**config.mk**
```make
export PLATFORM = sky130hd
export DESIGN_NAME = poly_synthesizer
export DESIGN_NICKNAME = d
export VERILOG_FILES = /design/src/rtl/poly_synthesizer.sv
export SDC_FILE = /design/constraint.sdc
export NUM_CORES = 1
export LEC_CHECK = 0
export CAP_MARGIN = 10
export CORE_MARGIN = 3
export CORE_UTILIZATION = 40
export DETAILED_ROUTE_END_ITERATION = 6
export PLACE_DENSITY = 0.57
export SYNTH_ARGS = -nofsm -noshare
export SYNTH_HDL_FRONTEND = slang
export SYNTH_SLANG_ARGS = --single-unit
```
**constraint.sdc**
```tcl
create_clock -name clk -period 6.27 [get_ports clk]
set_input_delay 0.627 -clock clk [delete_from_list [all_inputs] [get_ports clk]]
set_output_delay 0.627 -clock clk [all_outputs]
set_load 0.005 [all_outputs]
```
**src/rtl/poly_synthesizer.sv**
```systemverilog
// Polyphonic square-wave synthesizer: debounced keys -> voice allocation -> sigma-delta speaker bit.
// Optional macro OCTAVE_SEL_EN adds octave[1:0], which right-shifts every voice half-period.
module poly_synthesizer #(
    parameter int unsigned NUM_KEYS     = 8,
    parameter int unsigned NUM_VOICES   = 4,
    parameter int unsigned DEBOUNCE_CYC = 59524,
    parameter int unsigned DIV_W        = 16
) (
    input  logic                  clk,
    input  logic                  rst_n,
    input  logic [NUM_KEYS-1:0]   btn,
`ifdef OCTAVE_SEL_EN
    input  logic [1:0]            octave,
`endif
    output logic                  speaker,
    output logic [NUM_VOICES-1:0] voice_active,
    output logic                  key_dropped
);

    localparam int unsigned KEY_W = (NUM_KEYS > 1) ? $clog2(NUM_KEYS) : 1;
    localparam int unsigned VID_W = (NUM_VOICES > 1) ? $clog2(NUM_VOICES) : 1;
    localparam int unsigned DB_W  = $clog2(DEBOUNCE_CYC + 1);
    localparam int unsigned SUM_W = $clog2(NUM_VOICES + 1);
    localparam int unsigned ACC_W = $clog2(2 * NUM_VOICES);

    logic [1:0] oct_c;
`ifdef OCTAVE_SEL_EN
    assign oct_c = octave;
`else
    assign oct_c = 2'd0;
`endif

    // Half-period in cycles: base note, keys 8..15 one octave up, then octave shift.
    function automatic logic [DIV_W-1:0] half_period(input logic [KEY_W-1:0] key,
                                                     input logic [1:0]       oct);
        logic [3:0]  k4;
        logic [15:0] base;
        logic [2:0]  shift;
        k4 = 4'(key);
        case (k4[2:0])
            3'd0:    base = 16'd11376;
            3'd1:    base = 16'd10135;
            3'd2:    base = 16'd9029;
            3'd3:    base = 16'd8522;
            3'd4:    base = 16'd7592;
            3'd5:    base = 16'd6764;
            3'd6:    base = 16'd6026;
            default: base = 16'd5688;
        endcase
        shift = 3'(k4[3]) + 3'(oct);
        return DIV_W'(base >> shift);
    endfunction

    logic [NUM_KEYS-1:0]   sync1_q, sync2_q;
    logic [NUM_KEYS-1:0]   deb_q, deb_d, armed_q, armed_d;
    logic [DB_W-1:0]       db_cnt_q [NUM_KEYS];
    logic [DB_W-1:0]       db_cnt_d [NUM_KEYS];
    logic [NUM_VOICES-1:0] va_q, va_d, tone_q, tone_d;
    logic [KEY_W-1:0]      vkey_q [NUM_VOICES];
    logic [KEY_W-1:0]      vkey_d [NUM_VOICES];
    logic [DIV_W-1:0]      vcnt_q [NUM_VOICES];
    logic [DIV_W-1:0]      vcnt_d [NUM_VOICES];
    logic [DIV_W-1:0]      vhalf_q [NUM_VOICES];
    logic [DIV_W-1:0]      vhalf_d [NUM_VOICES];
    logic [ACC_W-1:0]      acc_q, acc_d;
    logic                  spk_q, spk_d, drop_q, drop_d;

    logic [NUM_KEYS-1:0]   owned, pending;
    logic                  free_any, cand_any, held;
    logic [VID_W-1:0]      free_idx;
    logic [KEY_W-1:0]      cand_idx;
    logic [SUM_W-1:0]      sum;
    logic [ACC_W-1:0]      acc_n;

    always_comb begin
        deb_d    = deb_q;
        armed_d  = armed_q;
        db_cnt_d = db_cnt_q;
        va_d     = va_q;
        tone_d   = tone_q;
        vkey_d   = vkey_q;
        vcnt_d   = vcnt_q;
        vhalf_d  = vhalf_q;
        acc_d    = acc_q;
        spk_d    = 1'b0;
        drop_d   = 1'b0;
        owned    = '0;
        pending  = '0;
        free_any = 1'b0;
        free_idx = '0;
        cand_any = 1'b0;
        cand_idx = '0;
        held     = 1'b0;
        sum      = '0;
        acc_n    = '0;

        for (int k = 0; k < NUM_KEYS; k++)
            for (int v = 0; v < NUM_VOICES; v++)
                if (va_q[v] && vkey_q[v] == KEY_W'(k)) owned[k] = 1'b1;

        // Lowest free voice and lowest held-but-unowned key.
        for (int v = int'(NUM_VOICES) - 1; v >= 0; v--)
            if (!va_q[v]) begin
                free_any = 1'b1;
                free_idx = VID_W'(v);
            end
        for (int k = int'(NUM_KEYS) - 1; k >= 0; k--)
            if (deb_q[k] && !owned[k]) begin
                cand_any = 1'b1;
                cand_idx = KEY_W'(k);
            end

        for (int v = 0; v < NUM_VOICES; v++) begin
            held = 1'b0;
            for (int k = 0; k < NUM_KEYS; k++)
                if (vkey_q[v] == KEY_W'(k)) held = deb_q[k];
            if (va_q[v]) begin
                if (!held) begin
                    va_d[v]   = 1'b0;
                    tone_d[v] = 1'b0;
                    vcnt_d[v] = '0;
                end else if (vcnt_q[v] == vhalf_q[v] - DIV_W'(1)) begin
                    tone_d[v]  = ~tone_q[v];
                    vcnt_d[v]  = '0;
                    vhalf_d[v] = half_period(vkey_q[v], oct_c);
                end else begin
                    vcnt_d[v] = vcnt_q[v] + DIV_W'(1);
                end
            end else if (cand_any && free_any && free_idx == VID_W'(v)) begin
                va_d[v]    = 1'b1;
                tone_d[v]  = 1'b0;
                vkey_d[v]  = cand_idx;
                vcnt_d[v]  = '0;
                vhalf_d[v] = half_period(cand_idx, oct_c);
            end
        end

        // A freshly pressed key that cannot get a voice is reported once, then waits.
        pending = deb_q & ~owned & armed_q;
        if (|pending && !free_any) begin
            drop_d  = 1'b1;
            armed_d = armed_d & ~pending;
        end
        for (int k = 0; k < NUM_KEYS; k++)
            if (cand_any && free_any && cand_idx == KEY_W'(k)) armed_d[k] = 1'b0;

        for (int k = 0; k < NUM_KEYS; k++) begin
            if (sync2_q[k] != deb_q[k]) begin
                if (db_cnt_q[k] == DB_W'(DEBOUNCE_CYC - 1)) begin
                    deb_d[k]    = sync2_q[k];
                    armed_d[k]  = sync2_q[k];
                    db_cnt_d[k] = '0;
                end else begin
                    db_cnt_d[k] = db_cnt_q[k] + DB_W'(1);
                end
            end else begin
                db_cnt_d[k] = '0;
            end
        end

        // First-order sigma-delta of the count of high tones.
        for (int v = 0; v < NUM_VOICES; v++)
            sum = sum + SUM_W'(tone_q[v] & va_q[v]);
        acc_n = acc_q + ACC_W'(sum);
        if (acc_n >= ACC_W'(NUM_VOICES)) begin
            spk_d = 1'b1;
            acc_d = acc_n - ACC_W'(NUM_VOICES);
        end else begin
            acc_d = acc_n;
        end
    end

    always_ff @(posedge clk or negedge rst_n) begin
        if (!rst_n) begin
            sync1_q <= '0;
            sync2_q <= '0;
            deb_q   <= '0;
            armed_q <= '0;
            va_q    <= '0;
            tone_q  <= '0;
            acc_q   <= '0;
            spk_q   <= 1'b0;
            drop_q  <= 1'b0;
            for (int k = 0; k < NUM_KEYS; k++) db_cnt_q[k] <= '0;
            for (int v = 0; v < NUM_VOICES; v++) begin
                vkey_q[v]  <= '0;
                vcnt_q[v]  <= '0;
                vhalf_q[v] <= '0;
            end
        end else begin
            sync1_q  <= btn;
            sync2_q  <= sync1_q;
            deb_q    <= deb_d;
            armed_q  <= armed_d;
            db_cnt_q <= db_cnt_d;
            va_q     <= va_d;
            tone_q   <= tone_d;
            vkey_q   <= vkey_d;
            vcnt_q   <= vcnt_d;
            vhalf_q  <= vhalf_d;
            acc_q    <= acc_d;
            spk_q    <= spk_d;
            drop_q   <= drop_d;
        end
    end

    assign speaker      = spk_q;
    assign voice_active = va_q;
    assign key_dropped  = drop_q;

endmodule

```
==> results.py, run 1 <==
metrics = {
    "routing": {
        "wirelength_um": 44700,
        "drtAntennaViolNets": 0,
        "viasPerCell": 5.63,
        "drt_first_pass_iters": 6,
        "wire_per_inst_um": 17.2,
        "remaining_drc_errors": 0,
        "vias": 14600,
        "dr.first_iter.drc_count": 1094,
    },
    "clock_tree": {
        "numCtsBuffers": 37,
        "htreeDepth": 2,
        "clkLatencyLatePin_ns": 0.55,
        "clock_path_buffers": 3,
        "clk_pin_slew_ns": 0.06,
        "root_buffer": "clkbuf_16",
        "post_cts_buffers": 0,
        "cts_resized": 0,
        "cts_tree": "built",
        "cts.sinks": 305,
        "postCtsHoldBufs": 0,
    },
    "job": {
        "cap_violations": 0,
    },
    "placement": {
        "dp_cells": 2533,
        "gp_congestion": 0.965,
        "dpl_cell_area_um2": 18800,
        "place_hpwl_um": 31100,
        "port-buffer-count": 15,
    },
    "sta": {
        "slew_violations": 0,
        "hold_viol_final": 0,
        "setup_viol_count_final": 0,
        "rsz0062_at_grt": "no",
        "fmax_ghz": 0.246,
        "relSlewSlack": 0.168,
        "fin_crit_sh": 0.650,
        "tightest_slew_ns": 1.23,
        "fin_crit_ns": 4.07,
        "whs_ns": 0.0438,
        "skew_ns": 0.0244,
        "tns_ns": 0,
    },
    "layout": {
        "fin_nets": 2009,
        "syn_to_final_growth_pct": 9.88,
        "final_area_um2": 20000,
        "diodes": 0,
        "drive_gt1_frac": 0.0709,
        "finalNonFillerCells": 2596,
    },
    "global_routing": {
        "grt-ovfl-total": 0,
        "grt_util_all_layers": 0.190,
        "grt_max_degree": 171,
        "grt_pass1_vias": 14200,
        "grt_pass1_wl_um": 74800,
        "grt_antenna_before_repair": 0,
    },
    "floorplanning": {
        "fp-row-count": 77,
        "initial_core_util": 0.408,
        "core_region_area_um2": 44600,
        "io_pins": 16,
        "die_h_um": 219,
        "die_w_um": 219,
        "fp.dieArea_um2": 48100,
    },
    "synth": {
        "ys_seq_elements": 305,
        "syn_area_per_cell_um2": 9.04,
        "synthFlopType": "dfrtp_1",
        "synth_area_leaders": "dfrtp_1 (42%), nor2_1 (5.2%), xnor2_1 (4.9%)",
        "synth_nets": 2044,
        "synth_edf_count": 0,
        "yosys.area.top_type_share": 0.419,
        "synthArstFlopShare": 1.00,
        "syn_area_um2": 18200,
        "yosys_warnings": 0,
        "synth_cells": 2015,
        "yosys.area.top_type": "dfrtp_1",
        "ys_types": 87,
        "yosysSeqAreaShare": 0.419,
    },
    "setup_path": {
        "reg2regPathDepth": 9,
        "cp-startpoint": "voice_active[2]$_DFF_PN0_",
        "worstPathMaxFanout": 23,
        "arrival_ns": 4.49,
        "r2r-start": "voice_active[2]$_DFF_PN0_",
        "cp.required_ns": 6.69,
        "startpoint_type": "flip-flop",
        "critPathKind": "reg2reg",
        "cp-end-kind": "flip-flop",
    },
    "min_path": {
        "hold_path_class": "in2async",
    },
    "power_and_ir_drop": {
        "power_density_nw_per_um2": 212,
        "ir_drop_v": 0.000200,
        "p_leak_nw": 8.63,
    },
    "outcome": {
        "run_status": "finished clean",
    },
}
## cells by family after synthesis
group,share of synthesized area
AND/OR/NAND/NOR,0.250
AO/OA/AOI/OAI,0.124
flip-flops,0.419
XOR/XNOR,0.0949
buffers and inverters,0.0398
multiplexers,0.0575
adder cells (fa/ha/maj),0.0143
other,0.000206
## worst max-delay path, stage by stage, from the launching register on
cell     delay, ns
dfrtp_1       0.58
buf_4         0.32
inv_2         0.12
o311a_1       0.41
and3_1        0.29
nor4_4        0.44
nand2_1       0.41
nand2_1       0.30
o31a_1        0.66
mux2_2        0.40
## metrics by stage
stage	utilization	setup WS [ns]	power (W)
after global placement	0.421	2.38	0.00213
after global routing	0.448	1.96	0.00441
after detailed placement	0.421	2.29	0.00213
final	0.448	2.20	0.00424
after CTS	0.448	2.28	0.00432
after floorplan	-	3.06	0.00207
## where the power goes
group	internal [W]	total (W)	switching, W	leakage, nW
sequential	0.00199	0.00200	0.0000166	4.20
clock	0.00132	0.00215	0.000833	0.603
combinational	0.0000218	0.0000836	0.0000617	3.82
## routing by layer
| layer | vias up | part of all wire | global-route usage |
|---|---|---|---|
| met5 | - | 0 | 0 |
| met4 | 0 | 0.032 | 0.0698 |
| met3 | 95 | 0.050 | 0.0298 |
| met2 | 317 | 0.45 | 0.296 |
| met1 | 7092 | 0.47 | 0.266 |
| li1 | 7107 | - | - |
## placed cells by master (no fill, tap or decap), drive strengths merged, types with 9 or more instances in the layout
cell and count:
nor2 250, nand4 32, and3 72, or3 27, buf 17, nand3b 12, a21oi 71, ha 16
o21ai 94, nor3 62, o2111ai 11, mux2i 37, a21o 10, nor4b 9, clkdlybuf4s50 14, a31oi 19
mux2 45, nand3 90, or4b 10, xor2 91, inv 78, dfrtp 305, a22o 11, nand4b 24
xnor2 101, nor4 30, nand2b 23, clkbuf 49, or2 11, o211ai 22, o22ai 9, nor2b 31
nand2 165, a211o 9, a22oi 10
## layout make-up
cell class              count  area (um^2)
fillers                  4333        24600
multi-input cells        1529         9850
flip-flops and latches    305         7630
clock buffers              49         1030
well taps                 592          741
repair buffers             31          288
inverters                  76          285
clock inverters            14          178
## synth_stat cells (all sizes together), types with 27 or more instances
library cell	instances
nor4	30
nor3	62
inv	76
clkbuf	83
nor2b	31
mux2	45
mux2i	37
nand4	32
nand3	90
xnor2	101
xor2	91
o21ai	94
or3	27
nand2	165
a21oi	71
nor2	250
dfrtp	305
and3	72
## worst paths after layout
| path | slack, ns | to |
|---|---|---|
| min | 0.04 | vcnt_q[35]$_DFFE_PN0P_ |
| max in group asynchronous | 4.85 | vkey_q[11]$_DFFE_PN0P_ |
| min reg2reg | 0.35 | sync2_q[0]$_DFF_PN0_ |
| min in group clk | 0.35 | sync2_q[0]$_DFF_PN0_ |
| max reg2reg | 2.20 | vhalf_q[56]$_DFFE_PN0P_ |
| max | 2.20 | vhalf_q[56]$_DFFE_PN0P_ |
## flip-flops by register name, summed over array words and instances (netlist names)
register	count
acc_q	3
armed_q	8
db_cnt_q	128
deb_q	8
key_dropped	1
speaker	1
sync1_q	8
sync2_q	8
tone_q	4
vcnt_q	64
vhalf_q	56
vkey_q	12
voice_active	4
Note: power is estimated with default switching activity, not from simulation.
==> run 2, diff against run 1 <==
==> constraint.sdc (replaced) <==
create_clock -name clk -period 4.07 [get_ports clk]
set_input_delay 0.407 -clock clk [delete_from_list [all_inputs] [get_ports clk]]
set_output_delay 0.407 -clock clk [all_outputs]
set_load 0.005 [all_outputs]
==> results.py, run 2 (synthesized netlist as in run 1, its figures left out) <==
metrics = {
    "outcome": {
        "run_status": "finished clean",
    },
    "floorplanning": {
        "die_h_um": 219,
        "core_region_area_um2": 44600,
        "fp-row-count": 77,
        "io_pins": 16,
        "die_w_um": 219,
        "initial_core_util": 0.408,
        "fp.dieArea_um2": 48100,
    },
    "setup_path": {
        "slowest_stage": "or4b_2",
        "critPathKind": "reg2reg",
        "crit_path_end": "vhalf_q[58]$_DFFE_PN0P_",
        "path_cells": "inv_1, ha_1, or4b_2, nor4_1, nor4_1, a211oi_1, nand3_1, o31a_1, mux2_1",
        "cp.required_ns": 4.49,
        "critPathMaxStageDelay_ns": 0.70,
        "rrSetupSlack_ns": 0.33,
        "startpoint_type": "flip-flop",
        "worstPathMaxFanout": 14,
        "r2r-start": "vhalf_q[48]$_DFFE_PN0P_",
        "r2r_end": "vhalf_q[58]$_DFFE_PN0P_",
        "arrival_ns": 4.15,
        "cp-startpoint": "vhalf_q[48]$_DFFE_PN0P_",
        "cp_common_cell": "nor4_1",
        "reg2regPathDepth": 9,
        "cp-end-kind": "flip-flop",
    },
    "layout": {
        "final_area_um2": 20300,
        "final_common_cell": "dfrtp_1",
        "diodes": 0,
        "largest_reg_flops": 128,
        "syn_to_final_growth_pct": 11.7,
        "drive_gt1_frac": 0.0893,
        "reg_top3": "db_cnt_q (128), vcnt_q (64), vhalf_q (56)",
        "fin_nets": 2052,
        "top_register": "db_cnt_q",
        "final_cell_mix": "dfrtp_1 (305), nor2_1 (250), nand2_1 (165)",
    },
    "sta": {
        "fin_ws_ns": 0.331,
        "rsz0062_at_grt": "no",
        "slew_violations": 0,
        "setup_viol_count_final": 0,
        "fin_crit_ns": 3.74,
        "relSlewSlack": 0.259,
        "fmax_ghz": 0.267,
        "skew_ns": 0.0195,
        "fin_crit_sh": 0.919,
        "tns_ns": 0,
        "tightest_slew_ns": 1.10,
        "hold_viol_final": 0,
    },
    "routing": {
        "vias": 14700,
        "drtAntennaViolNets": 0,
        "viasPerCell": 5.57,
        "dr.first_iter.drc_count": 1134,
        "wirelength_um": 45700,
        "wire_per_inst_um": 17.3,
        "drt_first_pass_iters": 5,
        "remaining_drc_errors": 0,
    },
    "clock_tree": {
        "cts_resized": 0,
        "postCtsHoldBufs": 1,
        "htreeDepth": 2,
        "root_buffer": "clkbuf_16",
        "clkLatencyLatePin_ns": 0.55,
        "post_cts_buffers": 0,
        "clk_pin_slew_ns": 0.05,
        "numCtsBuffers": 37,
        "cts_tree": "built",
        "cts.sinks": 305,
        "clock_path_buffers": 3,
    },
    "global_routing": {
        "grt_pass1_wl_um": 77000,
        "grt_util_all_layers": 0.196,
        "grt_max_degree": 105,
        "grt-ovfl-total": 0,
        "grt_antenna_before_repair": 0,
        "grt_pass1_vias": 14600,
    },
    "placement": {
        "dpl_cell_area_um2": 19100,
        "gp_congestion": 0.984,
        "place_hpwl_um": 32300,
        "place_ws_ns": 0.395,
        "port-buffer-count": 15,
    },
    "job": {
        "cap_violations": 0,
    },
    "min_path": {
        "hold_path_class": "in2reg",
    },
    "power_and_ir_drop": {
        "power_density_nw_per_um2": 320,
        "ir_drop_v": 0.000272,
        "p_leak_nw": 8.83,
    },
}
run 2: changes by cell type in the layout (fill, tap and decap cells not counted), sizes merged:
| cell | before | now |
|---|---|---|
| buf | 17 | 59 |
| bufinv | 4 | 3 |
| clkbuf | 49 | 53 |
| clkinvlp | 0 | 1 |
| dlygate4sd3 | 0 | 1 |
| inv | 78 | 77 |
run 2: worst min-delay path by stage:
stage,startpoint,to,cells past startpoint
global route,btn[4],sync1_q[4]$_DFF_PN0_,1
finish,btn[4],sync1_q[4]$_DFF_PN0_,1
detailed placement,sync1_q[0]$_DFF_PN0_,sync2_q[0]$_DFF_PN0_,0
global placement,sync1_q[0]$_DFF_PN0_,sync2_q[0]$_DFF_PN0_,0
CTS,btn[4],sync1_q[4]$_DFF_PN0_,1
floorplan,rst_n,acc_q[0]$_DFF_PN0_,0
run 2: cell type report:
| type | count | area (um^2) |
|---|---|---|
| tap | 592 | 741 |
| sequential | 305 | 7630 |
| clock inverter | 13 | 169 |
| clock buffer | 53 | 1050 |
| inverter | 76 | 285 |
| multi-input combinational | 1529 | 9850 |
| fill | 4326 | 24300 |
| timing repair buffer | 74 | 613 |
run 2: power by group:
group          leakage [nW]  internal (W)  switching (W)
sequential             4.20       0.00306      0.0000256
clock                 0.595       0.00199        0.00130
combinational          4.03     0.0000379      0.0000977
total                  8.83       0.00509        0.00143
run 2: worst max-delay path: cells and delay by family (launching register included):
family / cells / cell delay [ns]
AOI/OAI and AO/OA: 2 / 0.99
adders and majority gates: 1 / 0.38
buffers and inverters: 1 / 0.14
DFF: 1 / 0.49
muxes: 1 / 0.41
and+or+nand+nor: 4 / 1.22
run 2: through the flow:
step | std cells | hold WS (ns) | total power [W] | util
after floorplan | 2015 | 0.111 | 0.00319 | -
after global placement | 2575 | 0.337 | 0.00328 | 0.428
after detailed placement | 2575 | 0.339 | 0.00328 | 0.428
after CTS | 2642 | 0.268 | 0.00663 | 0.456
after global routing | 2642 | 0.278 | 0.00679 | 0.456
final | 2642 | 0.299 | 0.00651 | 0.456
run 2: metal layers:
layer,wire (um),track usage,share of wire,vias to the layer above
met5,0,0,0,-
met4,1590,0.0730,0.035,0
met3,2190,0.0278,0.048,106
met2,20400,0.304,0.45,345
met1,21600,0.277,0.47,7073
li1,-,-,-,7194
==> run 3, diff against run 2 <==
--- a/config.mk
+++ b/config.mk
@@ -9,6 +9,7 @@
 export CORE_MARGIN = 3
 export CORE_UTILIZATION = 40
 export DETAILED_ROUTE_END_ITERATION = 6
+export MAX_ROUTING_LAYER = met4
 export PLACE_DENSITY = 0.57
 export SYNTH_ARGS = -nofsm -noshare
 export SYNTH_HDL_FRONTEND = slang
==> results.py, run 3 (synthesized netlist as in run 1, its figures left out) <==
metrics = {
    "sta": {
        "slew_violations": 0,
        "hold_viol_final": 0,
        "tns_ns": 0,
        "tightest_slew_ns": 1.24,
        "relSlewSlack": 0.167,
        "setup_viol_count_final": 0,
        "rsz0062_at_grt": "no",
        "fmax_ghz": 0.266,
        "skew_ns": 0.0226,
        "fin_crit_sh": 0.925,
        "fin_crit_ns": 3.77,
    },
    "setup_path": {
        "rrSetupSlack_ns": 0.30,
        "r2r_end": "vhalf_q[42]$_DFFE_PN0P_",
        "startpoint_type": "flip-flop",
        "r2r-start": "vkey_q[3]$_DFFE_PN0P_",
        "cp-startpoint": "vkey_q[3]$_DFFE_PN0P_",
        "arrival_ns": 4.19,
        "worstPathMaxFanout": 15,
        "critPathKind": "reg2reg",
        "reg2regPathDepth": 8,
        "cp.required_ns": 4.50,
        "crit_path_end": "vhalf_q[42]$_DFFE_PN0P_",
        "cp-end-kind": "flip-flop",
    },
    "power_and_ir_drop": {
        "power_switching_w": 0.00147,
        "p_leak_nw": 8.83,
        "p_int_w": 0.00523,
        "ir_drop_v": 0.000360,
        "switching_share": 0.219,
        "p_comb_frac": 0.020,
        "power.share.sequential": 0.461,
        "power_density_nw_per_um2": 329,
        "clkPwrFrac": 0.519,
    },
    "placement": {
        "gp_congestion": 0.964,
        "dp_cells": 2568,
        "port-buffer-count": 15,
        "place_hpwl_um": 32200,
    },
    "clock_tree": {
        "cts.sinks": 305,
        "numCtsBuffers": 37,
        "root_buffer": "clkbuf_16",
        "clock_path_buffers": 3,
        "htreeDepth": 2,
        "clk_pin_slew_ns": 0.06,
        "clkLatencyLatePin_ns": 0.56,
        "cts_resized": 0,
        "cts_tree": "built",
    },
    "floorplanning": {
        "fp.dieArea_um2": 48100,
        "io_pins": 16,
        "core_region_area_um2": 44600,
        "die_h_um": 219,
        "die_w_um": 219,
        "initial_core_util": 0.408,
        "fp-row-count": 77,
    },
    "layout": {
        "final_cell_mix": "dfrtp_1 (305), nor2_1 (250), nand2_1 (165)",
        "final_common_cell": "dfrtp_1",
        "syn_to_final_growth_pct": 11.9,
        "reg_top3": "db_cnt_q (128), vcnt_q (64), vhalf_q (56)",
        "fin_nets": 2045,
        "largest_reg_flops": 128,
        "finalNonFillerCells": 2634,
        "drive_gt1_frac": 0.0886,
        "top_register": "db_cnt_q",
        "diodes": 0,
    },
    "routing": {
        "drt_first_pass_iters": 6,
        "wire_per_inst_um": 17.5,
        "remaining_drc_errors": 0,
        "dr.first_iter.drc_count": 1090,
        "wirelength_um": 46200,
        "viasPerCell": 5.61,
        "drtAntennaViolNets": 0,
        "vias": 14800,
    },
    "global_routing": {
        "grt_util_all_layers": 0.200,
        "grt_pass1_wl_um": 76100,
        "grt-ovfl-total": 0,
        "grt_pass1_vias": 14200,
        "grt_max_degree": 90,
        "grt_antenna_before_repair": 0,
    },
    "min_path": {
        "hold_path_class": "in2reg",
    },
    "outcome": {
        "run_status": "finished clean",
    },
    "job": {
        "cap_violations": 0,
    },
}
run 3: cell count changes in the layout (fill, tap and decap cells not counted), sizes merged:
| cell | previous run | this run |
|---|---|---|
| buf | 59 | 52 |
| clkinv | 8 | 7 |
| clkinvlp | 1 | 2 |
| bufinv | 3 | 4 |
| clkbuf | 53 | 51 |
run 3: final cells by class:
| type | count | area (um^2) |
|---|---|---|
| fillers | 4299 | 24200 |
| multi-input cells | 1529 | 9850 |
| flip-flops and latches | 305 | 7630 |
| clock buffers | 51 | 1090 |
| well taps | 592 | 741 |
| repair buffers | 67 | 573 |
| inverters | 76 | 285 |
| clock inverters | 14 | 201 |
run 3: what timing repair did:
| action | CTS | global route |
|---|---|---|
| hold buffers | 1 | 0 |
| setup buffers | 0 | 0 |
| setup endpoints to repair | 0 | 0 |
| hold endpoints to repair | 85 | 0 |
run 3: how the worst min path moves through the flow:
stage / from / slack, ns / to / depth (start not counted)
finish: btn[4] / 0.29 / sync1_q[4]$_DFF_PN0_ / 1
floorplan: rst_n / 0.11 / acc_q[0]$_DFF_PN0_ / 0
global route: btn[7] / 0.27 / sync1_q[7]$_DFF_PN0_ / 1
CTS: btn[4] / 0.25 / sync1_q[4]$_DFF_PN0_ / 1
global placement: sync1_q[0]$_DFF_PN0_ / 0.34 / sync2_q[0]$_DFF_PN0_ / 0
detailed placement: sync1_q[0]$_DFF_PN0_ / 0.34 / sync2_q[0]$_DFF_PN0_ / 0
run 3: critical path, cell delays in order, from the launching register on:
cell,delay [ns]
dfrtp_1,0.62
nand2b_1,0.30
o311a_1,0.38
and3_1,0.21
nor4_4,0.41
o21ai_1,0.21
o21ai_0,1.00
o21ai_0,0.19
mux2_4,0.31
run 3: layer usage:
metal / global-route usage / vias up / wire length, um
li1: - / 7187 / -
met1: 0.273 / 7163 / 21900
met3: 0.0321 / 92 / 2170
met4: 0.0639 / 0 / 1260
met2: 0.305 / 334 / 20800
met5: - / - / 0
run 3: power by group through the flow:
stage | combinational [W] | sequential (W) | clock (W)
finish | 0.000134 | 0.00309 | 0.00348
global route | 0.000160 | 0.00309 | 0.00374
CTS | 0.000142 | 0.00309 | 0.00361
detailed placement | 0.000142 | 0.00314 | 0
global placement | 0.000139 | 0.00314 | 0
floorplan | 0.0000500 | 0.00314 | 0
run 3: per-stage QoR:
step                setup WS, ns   util  hold WS [ns]  instance area (um^2)  total power [W]
global placement           0.541  0.428         0.338                 19100          0.00328
global route               0.138  0.457         0.268                 20400          0.00699
floorplan                  0.855      -         0.111                 18200          0.00319
finish                     0.304  0.457         0.287                 20400          0.00670
CTS                        0.496  0.457         0.245                 20400          0.00683
detailed placement         0.512  0.428         0.338                 19100          0.00328
